--- config.mk ---
export PLATFORM = sky130hd
export DESIGN_NAME = ysyx_24100006_redirect_ctrl
export DESIGN_NICKNAME = d
export VERILOG_FILES = /design/src/rtl/ysyx_24100006_redirect_ctrl_pkg.sv /design/src/rtl/ysyx_24100006_redirect_ctrl_sat_counter.sv /design/src/rtl/ysyx_24100006_redirect_ctrl.sv
export SDC_FILE = /design/constraint.sdc
export NUM_CORES = 1
export LEC_CHECK = 0
export BUFFER_PORTS_ARGS = -buffer_cell sky130_fd_sc_hd__buf_2
export CAP_MARGIN = 10
export CORE_MARGIN = 1.5
export CORE_UTILIZATION = 53
export DETAILED_ROUTE_END_ITERATION = 10
export GPL_ROUTABILITY_DRIVEN = 0
export PLACE_DENSITY = 0.91
export SETUP_SLACK_MARGIN = 0.1
export SKIP_CTS_REPAIR_TIMING = 1
export SLEW_MARGIN = 20
export SYNTH_ARGS = -nofsm -noshare
export SYNTH_HDL_FRONTEND = slang
export SYNTH_SLANG_ARGS = --single-unit
--- constraint.sdc ---
create_clock -name clk -period 3.5 [get_ports clk]
set_input_delay 0.7 -clock clk [delete_from_list [all_inputs] [get_ports clk]]
set_output_delay 0.7 -clock clk [all_outputs]
set_load 0.01 [all_outputs]
--- src/rtl/ysyx_24100006_redirect_ctrl_pkg.sv ---
// Shared types for the front-end flush/redirect sequencer.
package ysyx_24100006_redirect_ctrl_pkg;

  localparam int unsigned ADDR_W_DEF    = 32;
  localparam int unsigned DRAIN_MAX_DEF = 255;
  localparam int unsigned CNT_W         = 8;

  typedef enum logic [2:0] {
    ST_IDLE   = 3'd0,
    ST_REDIR  = 3'd1,
    ST_DRAIN  = 3'd2,
    ST_CFLUSH = 3'd3,
    ST_RESUME = 3'd4
  } state_e;

  typedef enum logic [1:0] {
    CAUSE_NONE   = 2'd0,
    CAUSE_IRQ    = 2'd1,
    CAUSE_FENCEI = 2'd2,
    CAUSE_JMP    = 2'd3
  } cause_e;

  // Interrupt wins over fence.i, which wins over an ordinary redirect.
  function automatic cause_e decode_cause(input logic irq, input logic fence_i,
                                          input logic redirect);
    if (irq)           return CAUSE_IRQ;
    else if (fence_i)  return CAUSE_FENCEI;
    else if (redirect) return CAUSE_JMP;
    else               return CAUSE_NONE;
  endfunction

endpackage

--- src/rtl/ysyx_24100006_redirect_ctrl_sat_counter.sv ---
// Saturating up-counter with synchronous clear; flags when the next value sits at MAX.
module ysyx_24100006_sat_counter #(
  parameter int unsigned W   = 8,
  parameter logic [W-1:0] MAX = '1
) (
  input  logic clk,
  input  logic reset,
  input  logic clr,
  input  logic en,
  output logic max_hit_c
);

  logic [W-1:0] cnt_q;
  logic [W-1:0] cnt_d;

  always_comb begin
    cnt_d = cnt_q;
    if (clr)                      cnt_d = '0;
    else if (en && cnt_q != MAX)  cnt_d = cnt_q + W'(1);
  end

  assign max_hit_c = (cnt_d == MAX);

  always_ff @(posedge clk or posedge reset) begin
    if (reset) cnt_q <= '0;
    else       cnt_q <= cnt_d;
  end

endmodule

--- src/rtl/ysyx_24100006_redirect_ctrl.sv ---
// Sequences pipeline flush/redirect for irq entry, taken control flow and the
// fence.i drain -> icache flush -> resume handshake.
module ysyx_24100006_redirect_ctrl
  import ysyx_24100006_redirect_ctrl_pkg::*;
#(
  parameter int unsigned ADDR_W    = ADDR_W_DEF,
  parameter int unsigned DRAIN_MAX = DRAIN_MAX_DEF
) (
  input  logic              clk,
  input  logic              reset,
  input  logic              exe_fire,
  input  logic              exe_irq,
  input  logic              exe_is_fence_i,
  input  logic              exe_redirect,
  input  logic [ADDR_W-1:0] exe_target,
  input  logic [ADDR_W-1:0] exe_mtvec,
  input  logic              mem_busy,
  input  logic              icache_flush_ack,
  output logic              icache_flush_req,
  output logic              flush_o,
  output logic              redirect_valid,
  output logic [ADDR_W-1:0] redirect_pc,
  output logic              fetch_hold,
  output logic              exe_stall,
  output logic              busy,
  output logic              drain_timeout
);

  state_e              state_q, state_d;
  logic [ADDR_W-1:0]   target_q, target_d;
  logic [ADDR_W-1:0]   redirect_pc_q, redirect_pc_d;
  logic                flush_q, flush_d;
  logic                valid_q, valid_d;
  logic                req_q, req_d;
  logic                hold_q, hold_d;
  logic                stall_q, stall_d;
  logic                busy_q, busy_d;
  logic                timeout_q, timeout_d;
  logic                cnt_hit_c;
  cause_e              cause_c;

  assign cause_c = decode_cause(exe_irq, exe_is_fence_i, exe_redirect);

  ysyx_24100006_sat_counter #(
    .W   (CNT_W),
    .MAX (CNT_W'(DRAIN_MAX))
  ) u_drain_cnt (
    .clk       (clk),
    .reset     (reset),
    .clr       (state_q != ST_DRAIN),
    .en        (state_q == ST_DRAIN),
    .max_hit_c (cnt_hit_c)
  );

  // Next-state logic; outputs below are derived from the state being entered.
  always_comb begin
    state_d   = state_q;
    target_d  = target_q;
    timeout_d = timeout_q;
    unique case (state_q)
      ST_IDLE: begin
        if (exe_fire && !flush_q) begin
          unique case (cause_c)
            CAUSE_IRQ: begin
              target_d = exe_mtvec;
              state_d  = ST_REDIR;
            end
            CAUSE_FENCEI: begin
              target_d = exe_target;
              state_d  = ST_DRAIN;
            end
            CAUSE_JMP: begin
              target_d = exe_target;
              state_d  = ST_REDIR;
            end
            default: state_d = ST_IDLE;
          endcase
        end
      end
      ST_REDIR:  state_d = ST_IDLE;
      ST_DRAIN: begin
        if (!mem_busy) state_d = ST_CFLUSH;
        if (cnt_hit_c) timeout_d = 1'b1;
      end
      ST_CFLUSH: if (icache_flush_ack) state_d = ST_RESUME;
      ST_RESUME: state_d = ST_IDLE;
      default:   state_d = ST_IDLE;
    endcase
  end

  always_comb begin
    flush_d       = 1'b0;
    valid_d       = 1'b0;
    req_d         = 1'b0;
    hold_d        = 1'b0;
    stall_d       = 1'b0;
    redirect_pc_d = redirect_pc_q;
    busy_d        = (state_d != ST_IDLE);
    unique case (state_d)
      ST_REDIR: begin
        flush_d       = 1'b1;
        valid_d       = 1'b1;
        redirect_pc_d = target_d;
      end
      ST_DRAIN: begin
        flush_d = (state_q == ST_IDLE);
        hold_d  = 1'b1;
        stall_d = 1'b1;
      end
      ST_CFLUSH: begin
        req_d   = 1'b1;
        hold_d  = 1'b1;
        stall_d = 1'b1;
      end
      ST_RESUME: begin
        valid_d       = 1'b1;
        redirect_pc_d = target_d;
      end
      default: ;
    endcase
  end

  always_ff @(posedge clk or posedge reset) begin
    if (reset) begin
      state_q       <= ST_IDLE;
      target_q      <= '0;
      redirect_pc_q <= '0;
      flush_q       <= 1'b0;
      valid_q       <= 1'b0;
      req_q         <= 1'b0;
      hold_q        <= 1'b0;
      stall_q       <= 1'b0;
      busy_q        <= 1'b0;
      timeout_q     <= 1'b0;
    end else begin
      state_q       <= state_d;
      target_q      <= target_d;
      redirect_pc_q <= redirect_pc_d;
      flush_q       <= flush_d;
      valid_q       <= valid_d;
      req_q         <= req_d;
      hold_q        <= hold_d;
      stall_q       <= stall_d;
      busy_q        <= busy_d;
      timeout_q     <= timeout_d;
    end
  end

  assign icache_flush_req = req_q;
  assign flush_o          = flush_q;
  assign redirect_valid   = valid_q;
  assign redirect_pc      = redirect_pc_q;
  assign fetch_hold       = hold_q;
  assign exe_stall        = stall_q;
  assign busy             = busy_q;
  assign drain_timeout    = timeout_q;

endmodule

# Yosys cells after proc, flatten, opt, wreduce, memory -nomap -nowiden

Cells that the tools add are included.

Register bits after elaboration: 81
Bits of input ports: 72
Output and inout port bits: 39
Word-level logic and storage cells: 50

Add/subtract/negate cells: 1
Equal/unequal tests: 12
Multiplexer cells: 17
Reduce and logical (&&, ||, !) cells: 10

Operators with widths:

| operator                                                                 | number |
|---|---|
| 32-bit 2-to-1 mux                                                        | 2 |
| 32-bit one-hot mux with 2 select lines                                   | 1 |
| 8-bit 2-to-1 mux                                                         | 2 |
| 3-bit by 2-bit == test with 1-bit output (second input constant)         | 4 |
| 3-bit 2-to-1 mux                                                         | 3 |
| 3-bit one-hot mux with 3 select lines                                    | 1 |
| 8-bit by 1-bit adder with 8-bit output (second input constant)           | 1 |
| 8-bit == test (second input constant)                                    | 1 |
| 8-bit inequality test (second input constant)                            | 1 |
| 2-bit OR reduction                                                       | 4 |
| 2-bit 2-to-1 mux                                                         | 3 |
| 2-bit == test (second input constant)                                    | 2 |
| 2-bit one-hot mux with 2 select lines                                    | 1 |
| 3-bit by 1-bit == test with 1-bit output (second input constant)         | 1 |
| 3-bit == test (second input constant)                                    | 1 |
| 3-bit zero test                                                          | 1 |
| 1-bit 2-to-1 mux                                                         | 3 |
| 3-bit by 2-bit inequality test with 1-bit output (second input constant) | 1 |
| 3-bit nonzero test                                                       | 1 |
| 2-bit by 1-bit == test with 1-bit output (second input constant)         | 1 |
| 1-bit logical AND                                                        | 2 |
| 1-bit one-hot mux with 2 select lines                                    | 1 |
| 2-bit AND reduction                                                      | 1 |
| 1-bit zero test                                                          | 1 |

# Longest topological paths before layout

Depth in word-level cells: 11
Depth in mapped cells: 7
Mapped depth without buffers: 5

# Hierarchy

Synthesis repeated with hierarchy kept, for this count alone.

Cells, all modules: 384
Area, all modules: 4,619.4 µm²

Modules (own cells, without submodules):

| module                      | instances | cells an instance | area an instance (µm²) | sequential area each (µm²) |
|---|---|---|---|---|
| ysyx_24100006_redirect_ctrl | 1         | 328               | 4,080.2                | 1,826.8 |
| ysyx_24100006_sat_counter   | 1         | 56                | 539.3                  | 200.2 |

# Worst setup path before layout

OpenSTA, ideal clock, no wires.

Path kind: in2reg
Start: input port exe_fire
End: register redirect_pc_q[0], in the netlist redirect_pc[0]
Setup time: 0.125 ns
Arrival time: 2.384 ns
Required time: 3.375 ns
Path slack: 0.992 ns
Stages on the path: 7
Path buffers: 3
Cell sequence: or4b_4 > buf_6 > or2_1 > buf_6 > o22ai_4 > buf_6 > mux2_2

Word-level cells in the longest chain between the ends: 5
Elaborated cells between the ends (all ways): 8
Those cells by class: eq/ne: 2; mux: 4; reduce/logical: 2

RTL lines:

| element                                                                          | RTL line                           | RTL |
|---|---|---|
| start, declared                                                                  | ysyx_24100006_redirect_ctrl.sv:11  | `input logic exe_fire,` |
| 1-bit logical AND (*)                                                            | ysyx_24100006_redirect_ctrl.sv:62  | `if (exe_fire && !flush_q) begin` |
| 3-bit 2-to-1 mux                                                                 | ysyx_24100006_redirect_ctrl.sv:62  |  |
| 3-bit one-hot mux with 3 select lines                                            | ysyx_24100006_redirect_ctrl.sv:60  | `unique case (state_q)` |
| 3-bit == test / 3-bit by 1-bit == test with 1-bit output (equally long branches) | ysyx_24100006_redirect_ctrl.sv:99  | `unique case (state_d)` |
| 2-bit OR reduction (no line)                                                     | n/a                                |  |
| end signal, assigned                                                             | ysyx_24100006_redirect_ctrl.sv:138 | `redirect_pc_q <= redirect_pc_d;` |
| end, declared                                                                    | ysyx_24100006_redirect_ctrl.sv:31  | `logic [ADDR_W-1:0] redirect_pc_q, redirect_pc_d;` |

Every way passes the cells marked *; elsewhere a longest branch is shown, timed or not.
A chain may end at the register's enable or synchronous reset.

# Worst setup path after layout

Start: register state_q[0]
End: register redirect_pc_q[31], in the netlist redirect_pc[31]

Word-level cells in the longest chain between the ends: 4
Elaborated cells between the ends (all ways): 11
Those cells by class: eq/ne: 4; mux: 5; reduce/logical: 2

RTL lines:

| element                                                                          | RTL line                           | RTL |
|---|---|---|
| start, declared                                                                  | ysyx_24100006_redirect_ctrl.sv:29  | `state_e state_q, state_d;` |
| start signal, assigned                                                           | ysyx_24100006_redirect_ctrl.sv:136 | `state_q <= state_d;` |
| 3-bit by 2-bit == test with 1-bit output, or another cell as far along           | ysyx_24100006_redirect_ctrl.sv:60  |  |
| 3-bit one-hot mux with 3 select lines                                            | ysyx_24100006_redirect_ctrl.sv:60  |  |
| 3-bit == test / 3-bit by 1-bit == test with 1-bit output (equally long branches) | ysyx_24100006_redirect_ctrl.sv:99  |  |
| 2-bit OR reduction (no line)                                                     | n/a                                |  |

Several ways; a longest one is shown, not always the timed one.

==> flow_summary.yaml <==
sta:
  clock.fmax_mhz: 429
  finalCritPeriodShare_pct: 66.6
  skew_ns: 0.0168
  setup_slack_ns: 1.17
  rsz0062_at_grt: "no"
  slew_headroom_pct: 53.3
  fin_crit_ns: 2.33
  timing_hold_violations_final: 0
  holdWs_ns: 0.462
  setup_viol: 0
  drv_slew: 0
  tns_ns: 0
  tightest_slew_ns: 0.700
floorplanning:
  core_um2: 7690
  dieArea_um2: 8460
  die_h_um: 92.0
  die-width_um: 92.0
  rows: 32
  start_util_pct: 54.6
  num_io_pins: 111
routing:
  drt-total-wl_mm: 10.5
  detail-route-antenna-nets: 0
  via_count: 3441
  drcViolationCount: 0
  vias_per_cell: 6.36
  wl_per_cell_um: 19.4
  drt_iter0_drc: 271
  firstDrtPassIters: 5
clocking:
  tritoncts: "built"
  clock_sinks: 81
  cts_buffers: 9
  clock_path_buffers: 2
  cts-root-buf: "clkbuf_8"
  clk_latency_ns: 0.35
  htreeDepth: 3
  clk_transition_reported_paths_ns: 0.09
global_routing:
  grt_pass1_wl_mm: 16.6
  antenna_found_initial: 0
  grt_max_degree: 59
  grt_overflow_total: 0
  grt_pass1_vias: 3348
  grt_usage_pct: 24.8
logic_synthesis:
  synth_cells: 340
  synth.avg_cell_area_um2: 12.3
  ys_seq_area_share_pct: 48.3
  yosys_register_bits: 81
  synth_cell_types: 38
  syn_area_um2: 4200
  yosysWarnings: 0
  synthesis.nets: 413
layout:
  fin_nets: 507
  n_antenna_cell: 0
  area_growth_pct: 19.0
  final_cells: 541
  drive_gt1_share_pct: 46.7
  fin_util_pct: 65.0
critical_path:
  crit_chain: "or4b_4, or2_1, o22ai_4, buf_12, mux2_1"
  critPathKind: "reg -> reg"
  required_ns: 3.73
  cp-start-kind: "flip-flop"
  r2r-end: "redirect_pc[31]"
  crit_path_top_delay_cell: "or4b_4"
  cp_max_fo: 14
  crit_path_end_kind: "flip-flop"
  worstPathArrival_ns: 2.56
  r2r_slack_ns: 1.17
  reg2reg_depth: 5
  slowest_delay_ns: 0.52
  rr_startpoint: "state_q[0]"
place:
  place_inst: 525
  hpwlAfterDp_mm: 6.59
  detailedPlace.worstSlack_ns: 0.856
  io_buffers: 110
power:
  vdd_drop_max_uv: 422
  p_leak_uw: 0.00229
  cellPowerDensity_nw_per_um2: 804
outcome:
  status: "complete, no violations"
min_path:
  hold_path_class: "in -> async"
job:
  max_cap_viol_count: 0
## cells by family after synthesis
group	synth area share (%)
AO/OA/AOI/OAI	18.0
XOR/XNOR	0.209
adder cells (fa/ha/maj)	0.298
buffers and inverters	5.37
flip-flops	48.3
multiplexers	11.0
AND/OR/NAND/NOR	16.9
## final cells by class
type / count / area (um^2)
clock inverters: 6 / 73.8
repair buffers: 120 / 651
multi-input cells: 216 / 1950
flip-flops and latches: 81 / 2030
well taps: 102 / 128
fillers: 598 / 2690
clock buffers: 10 / 138
inverters: 6 / 25.0
## flip-flops by register name, indices dropped and copies added (netlist names)
signal,count
busy,1
icache_flush_req,1
state_q,3
u_drain_cnt.cnt_q,8
redirect_valid,1
drain_timeout,1
flush_o,1
exe_stall,1
target_q,32
redirect_pc,32
## power breakdown
part           switching, uW  internal (uW)  total [uW]
Sequential               246           1360        1610
Clock                    351            358         709
Combinational            780            920        1700
Total                   1380           2640        4010
## placed cells by master (no fill, tap or decap), drive strengths merged, types with 3 or more instances in the layout
cell    count
a31oi       4
inv         8
buf       120
clkbuf     10
mux2       32
or4b       33
dfrtp      81
o41ai      33
nor2        8
and4        3
nand2b     35
a21oi       6
a221o      32
clkinv      3
nand2       5
## critical path, delay by kind of cell (launching register included)
kind            cells  cell delay [ns]
compound gates      1             0.43
simple gates        2             0.78
mux                 1             0.33
buf+inv             1             0.24
flops               1             0.43
## per-stage QoR
stage / power, uW / instance area [um^2]
finish: 4010 / 5000
global route: 4230 / 5000
detailed placement: 3280 / 4780
floorplan: 2810 / 4200
CTS: 4010 / 4990
global placement: 3230 / 4780
## cells in the mapped netlist
| cell | instances | area (um^2) |
|---|---|---|
| nor3_1 | 2 | 10.0 |
| o2111ai_1 | 1 | 8.76 |
| a31o_2 | 1 | 8.76 |
| or4b_2 | 32 | 320 |
| dfrtp_1 | 81 | 2030 |
| o22ai_4 | 1 | 20.0 |
| nand2b_1 | 35 | 219 |
| o41ai_1 | 33 | 289 |
| inv_1 | 6 | 22.5 |
| a211oi_1 | 1 | 7.51 |
| or3_1 | 1 | 6.26 |
| and2_1 | 2 | 12.5 |
| and3_1 | 2 | 12.5 |
| or3b_1 | 1 | 8.76 |
| buf_4 | 1 | 7.51 |
| or2_1 | 2 | 12.5 |
| a221o_1 | 32 | 320 |
| mux2_2 | 7 | 78.8 |
| nand2_1 | 5 | 18.8 |
| mux2i_1 | 1 | 10.0 |
| or4b_4 | 1 | 13.8 |
| o21bai_1 | 1 | 7.51 |
| nor2b_1 | 1 | 6.26 |
| a41oi_1 | 1 | 8.76 |
| a31oi_1 | 4 | 25.0 |
| a21oi_1 | 6 | 30.0 |
| xnor2_1 | 1 | 8.76 |
| o31ai_1 | 2 | 15.0 |
| ha_1 | 1 | 12.5 |
| mux2_1 | 1 | 11.3 |
| nor3b_2 | 1 | 12.5 |
| and4_1 | 3 | 26.3 |
| nor2_1 | 8 | 30.0 |
| mux2_4 | 24 | 360 |
| o21ai_0 | 1 | 5.00 |
| buf_6 | 8 | 90.1 |
| a311oi_1 | 1 | 8.76 |
| clkbuf_1 | 28 | 105 |
## routing by layer
metal	global-route usage [%]	share of wire [%]
met5	0	0
met2	38.0	48
met3	4.81	6.5
met1	35.2	43
met4	8.72	2.2
## worst max path at each step
stage,endpoint,slack [ns],start,cells past startpoint
finish,redirect_pc[31],1.17,state_q[0],5
global route,redirect_pc[1],1.11,state_q[0],5
CTS,redirect_pc[31],1.16,state_q[0],5
detailed placement,redirect_pc[31],0.86,exe_fire,6
global placement,redirect_pc[31],0.91,exe_fire,6
floorplan,busy,0.72,reset,1
Note: power is estimated with default switching activity, not from simulation.
